### src/rtl/fsm_pkg.sv
// Shared definitions for the bit serializer and the 10010 sequence detector.
package fsm_pkg;

    // Serializer control states
    typedef enum logic {
        ST_IDLE  = 1'b0,
        ST_SHIFT = 1'b1
    } state_t;

    // Pattern recognised by the downstream fsm_seq_dec detector
    localparam logic [4:0] SEQ_10010 = 5'b10010;

    // Even parity of a 5-bit pattern, handy for pattern sanity checks
    function automatic logic parity5(input logic [4:0] v);
        parity5 = ^v;
    endfunction

endpackage

### src/rtl/seq_bit_serializer_if.sv
// Parallel-in handshake and serial-out bus of the bit serializer.
interface seq_bit_serializer_if #(
    parameter int WIDTH = 8
) ();
    logic [WIDTH-1:0] din;
    logic             din_valid;
    logic             din_ready;
    logic             bit_en;
    logic             dout;
    logic             dout_valid;
    logic             last;
    logic             busy;

    // Upstream producer / downstream consumer side
    modport master (
        output din, din_valid, bit_en,
        input  din_ready, dout, dout_valid, last, busy
    );

    // Serializer side
    modport slave (
        input  din, din_valid, bit_en,
        output din_ready, dout, dout_valid, last, busy
    );
endinterface

### src/rtl/seq_bit_serializer.sv
// Parallel-in / serial-out front end: takes WIDTH-bit words over valid/ready
// and emits one bit per consumed cycle, back-to-back words without a bubble.
module seq_bit_serializer
    import fsm_pkg::*;
#(
    parameter int WIDTH     = 8,
    parameter bit MSB_FIRST = 1'b1
) (
    input logic                clk,
    input logic                rst,
    seq_bit_serializer_if.slave bus
);

    localparam int              CNT_W    = $clog2(WIDTH);
    localparam logic [CNT_W-1:0] CNT_LAST = CNT_W'(WIDTH - 1);

    state_t           state_r;
    logic [WIDTH-1:0] shreg_r;
    logic [CNT_W-1:0] cnt_r;

    logic shift_s;
    logic last_s;
    logic consume_s;
    logic ready_s;
    logic accept_s;
    logic out_bit_s;

    assign shift_s   = (state_r == ST_SHIFT);
    assign last_s    = shift_s && (cnt_r == CNT_LAST);
    assign consume_s = shift_s && bus.bit_en;
    // A new word may enter while idle, or on the very edge the final bit leaves
    assign ready_s   = !shift_s || (consume_s && last_s);
    assign accept_s  = bus.din_valid && ready_s;
    // Output end of the shift register; zero-fill trails behind it
    assign out_bit_s = MSB_FIRST ? shreg_r[WIDTH-1] : shreg_r[0];

    assign bus.din_ready  = ready_s;
    assign bus.dout       = out_bit_s;
    assign bus.dout_valid = shift_s;
    assign bus.busy       = shift_s;
    assign bus.last       = last_s;

    // Control FSM with shift register and bit counter
    always_ff @(posedge clk or posedge rst) begin
        if (rst) begin
            state_r <= ST_IDLE;
            shreg_r <= {WIDTH{1'b0}};
            cnt_r   <= {CNT_W{1'b0}};
        end else begin
            case (state_r)
                ST_IDLE: begin
                    if (accept_s) begin
                        shreg_r <= bus.din;
                        cnt_r   <= {CNT_W{1'b0}};
                        state_r <= ST_SHIFT;
                    end else begin
                        state_r <= ST_IDLE;
                    end
                end
                ST_SHIFT: begin
                    if (consume_s && last_s) begin
                        cnt_r <= {CNT_W{1'b0}};
                        if (accept_s) begin
                            shreg_r <= bus.din;
                            state_r <= ST_SHIFT;
                        end else begin
                            state_r <= ST_IDLE;
                        end
                    end else if (consume_s) begin
                        shreg_r <= MSB_FIRST ? {shreg_r[WIDTH-2:0], 1'b0}
                                             : {1'b0, shreg_r[WIDTH-1:1]};
                        cnt_r   <= cnt_r + {{(CNT_W-1){1'b0}}, 1'b1};
                    end else begin
                        state_r <= ST_SHIFT;
                    end
                end
                default: begin
                    state_r <= ST_IDLE;
                    cnt_r   <= {CNT_W{1'b0}};
                end
            endcase
        end
    end

endmodule

### src/flat_wrapper.sv
// flat-port wrapper written by rule: the top's interface ports become plain ports
module seq_bit_serializer_flat import fsm_pkg::*;
#(
    parameter int WIDTH     = 8,
    parameter bit MSB_FIRST = 1'b1
)
  (clk, rst, bus_din, bus_din_valid, bus_bit_en, bus_din_ready, bus_dout, bus_dout_valid, bus_last, bus_busy);
  seq_bit_serializer_if #(.WIDTH(WIDTH)) bus_i ();
  input logic clk;
  input logic rst;
  input wire logic [$bits(bus_i.din)-1:0] bus_din;
  input wire logic [$bits(bus_i.din_valid)-1:0] bus_din_valid;
  input wire logic [$bits(bus_i.bit_en)-1:0] bus_bit_en;
  output wire logic [$bits(bus_i.din_ready)-1:0] bus_din_ready;
  output wire logic [$bits(bus_i.dout)-1:0] bus_dout;
  output wire logic [$bits(bus_i.dout_valid)-1:0] bus_dout_valid;
  output wire logic [$bits(bus_i.last)-1:0] bus_last;
  output wire logic [$bits(bus_i.busy)-1:0] bus_busy;
  assign bus_i.din = bus_din;
  assign bus_i.din_valid = bus_din_valid;
  assign bus_i.bit_en = bus_bit_en;
  assign bus_din_ready = bus_i.din_ready;
  assign bus_dout = bus_i.dout;
  assign bus_dout_valid = bus_i.dout_valid;
  assign bus_last = bus_i.last;
  assign bus_busy = bus_i.busy;
  seq_bit_serializer #(.WIDTH(WIDTH), .MSB_FIRST(MSB_FIRST)) u_core (.clk(clk), .rst(rst), .bus(bus_i));
endmodule
### config.mk
export PLATFORM = sky130hd
export DESIGN_NAME = seq_bit_serializer_flat
export DESIGN_NICKNAME = d
export VERILOG_FILES = /design/src/rtl/fsm_pkg.sv /design/src/rtl/seq_bit_serializer_if.sv /design/src/rtl/seq_bit_serializer.sv /design/src/flat_wrapper.sv
export SDC_FILE = /design/constraint.sdc
export NUM_CORES = 1
export LEC_CHECK = 0
export ABC_CLOCK_PERIOD_IN_PS = 2100
export BUFFER_PORTS_ARGS = -buffer_cell sky130_fd_sc_hd__buf_4
export CORE_MARGIN = 10
export CORE_UTILIZATION = 50
export DETAILED_ROUTE_END_ITERATION = 10
export HOLD_SLACK_MARGIN = 0.03
export PLACE_DENSITY = 0.76
export SYNTH_ARGS = -nofsm -noshare
export SYNTH_HDL_FRONTEND = slang
export SYNTH_SLANG_ARGS = --single-unit
### constraint.sdc
create_clock -name clk -period 2.1 [get_ports clk]
set_input_delay 0.21 -clock clk [delete_from_list [all_inputs] [get_ports clk]]
set_output_delay 0.21 -clock clk [all_outputs]
set_load 0.02 [all_outputs]
==> out/metrics.csv <==
metric;value;unit
via count;587;
Clock Latency Late Sink;0.27;ns
Max Cap Viol;0;
critical path buffer and inverter count;2;
critical path cell sequence;ha_1, ha_1, a21boi_4, inv_1, buf_4;
GRT Overall Usage;9.89;%
most frequent cells after synthesis;inv_1, dfrtp_1, a222oi_1, o22ai_1, buf_4;
die area;0.00328;mm^2
worst r2r src;u_core.cnt_r[0];
Synth Net Count;85;
Internal;0.000581;W
largest net degree at the start of global routing;18;
H-tree levels;1;
PwrDens;1020;mW/mm^2
Setup crit end kind;output port;
Vert. Die Dim;57.3;um
R2R Setup Slk;0.48;ns
Netlist cell types;26;
root buffer cell;clkbuf_4;
Tmin final;1.72;ns
most used cell along the critical path;ha_1;
Comb pwr share;34.9;%
FFs w/ async S/R, synth;100;%
initial antenna violation count;0;
crit-path leading delay family;adder cells;
fin util;65.2;%
hold-fix buffers at CTS;1;
syn_area_per_cell;9.78;um^2
Clk pwr share;20.6;%
crit start category;register;
end point of the critical path;bus_din_ready;
total gr overflow;0;
# diodes;0;
simple-gate area share of the yosys netlist;8.11;%
sequential share of power;44.5;%
Final setup viols;0;
count leader, synth;inv_1;
Initial Utilization;53.4;%
ys flop type;dfrtp_1;
total CTS buffers;3;
mux cell area share after synthesis;1.44;%
Critical Path Stages;5;
Hold Crit Class;in2reg;
Final #Nets;103;
Hold Path Depth;2;
Synth top area share;43.2;%
Die W;57.3;um
RSZ-0062 raised after global routing;false;
CP Max Fanout;5;
Worst-path clk slew;0.07;ns
Worst-Margin Slew;0.469;ns
Final Hold Viols;0;
Worst Path Required;1.89;ns
starting DRC count in detailed routing;40;
Clock Sinks;12;
Post-Syn Instances;71;
kind of critical path;reg2out;
post-CTS setup buffers;0;
Rel. slew slack;68.7;%
Post-synth EDFFs;0;
Final Max Slew Viols;0;
RR Endpoint;u_core.shreg_r[6];
Seq/Total Area, Yosys;43.2;%
Synth Area in Compound Gates;28.3;%
Seq cells post-synth;12;
critical path startpoint;u_core.cnt_r[0];
first-pass GRT wire length;2.64;mm
# DRC;0;
adder-cell area share of the yosys netlist;3.60;%
final HPWL from detailed placement;1.15;mm
Sw Pwr;0.000287;W
share of layout cells above drive strength 1;30.7;%
vias per cell;5.70;
Worst Reg-to-Reg Cells;5;
Routed wire per std cell;15.1;um
area leader, netlist;dfrtp_1;
routability cong.;0.735;
Final Skew;0.00412;ns
CTS Buffer Depth;2;
vias in the first global route;585;
largest family of logic cells by synthesized area;compound AO/OA/AOI/OAI gates;
TritonCTS clock tree;built;
Fin Hold WS;0.197;ns
synthesis-to-finish area growth;22.2;%
Peak VDD IR;698;uV
Synth Warn #;0;
setup TNS;0;ns
cells resized by post-CTS repair;0;
switching share of power;33.1;%
area of the core;0.00130;mm^2
xor/xnor cell area share of the yosys netlist;0;%
f_max;581;MHz
Crit-path slowest cell;dfrtp_1;
Antenna Violating Nets Remaining;0;
critical path's largest stage delay;0.40;ns
Netlist Area Pre-Place;694;um^2
Final period util;81.9;%
non-filler instance count after layout;103;
ranking of synthesized cells by area;dfrtp_1, a222oi_1, inv_1;
I/O pin count;17;
final wirelength;1.56;mm
drt first pass iters;4;
row count;13;
placed cells;98;
CP arrival;1.51;ns
input/output buffers;16;
outcome;finished clean;
Leakage Power;0.467;nW
==> registers in the layout (all words and copies together) (netlist names) <==
| register | flops |
|---|---|
| u_core.bus.busy | 1 |
| u_core.shreg_r | 8 |
| u_core.cnt_r | 3 |
==> logic make-up (layout without fill, tap and decap cells) <==
kind of cell    after synthesis  count (layout)
buf+inv                      23              40
simple gates                 10              10
fa+ha+maj                     2               2
compound gates               23              23
flops                        12              12
mux                           1               1
==> layer usage <==
layer	GRT usage, %	part of all wire, %
met4	2.01	0.64
met2	15.2	46
met3	5.53	8.2
met5	0	0
met1	11.8	45
==> area by class of cell <==
cell class                 instances  area [um^2]
timing repair buffer              18          138
tap                               15         18.8
fill                             108          453
multi-input combinational         36          288
inverter                          18         67.6
clock buffer                       4         36.3
sequential                        12          300
==> worst min-delay path by stage <==
stage,from,end,slack [ns]
after floorplan,rst,u_core.bus.busy,0.07
after global placement,rst,u_core.shreg_r[2],0.25
final,bus_din_valid,u_core.shreg_r[0],0.20
after global routing,bus_din[3],u_core.shreg_r[3],0.20
after CTS,bus_din_valid,u_core.shreg_r[0],0.19
after detailed placement,rst,u_core.shreg_r[2],0.25
==> power groups by stage <==
stage	Clock, W	Sequential, W	Combinational [W]
floorplan	0	0.000383	0.000220
global placement	0	0.000386	0.000293
detailed placement	0	0.000390	0.000302
CTS	0.000186	0.000385	0.000305
global route	0.000194	0.000400	0.000337
finish	0.000179	0.000386	0.000303
==> through the flow <==
step	power [W]	instance area, um^2	setup WS (ns)
3_5_place_dp	0.000693	802	0.508
3_3_place_gp	0.000680	802	0.582
5_1_grt	0.000931	848	0.278
6_report	0.000869	848	0.380
4_1_cts	0.000876	848	0.365
2_1_floorplan	0.000603	694	0.684
==> worst register-to-register path: cells and delay by family, from the launching register on <==
family,cells,cell delay [ns]
adders and majority gates,2,0.41
AOI/OAI and AO/OA,2,0.39
DFF,1,0.37
and+or+nand+nor,1,0.33
==> cells in the final DEF (no fill, tap or decap), types with 2 or more instances in the layout <==
cell type	Yosys	routed
buf_4	3	17
o22ai_1	7	7
dfrtp_1	12	12
ha_1	2	2
nand2_1	2	2
nor2_1	2	2
inv_1	18	18
a222oi_1	7	7
clkbuf_4	0	3
No activity file was read; power rests on OpenSTA's default activity.
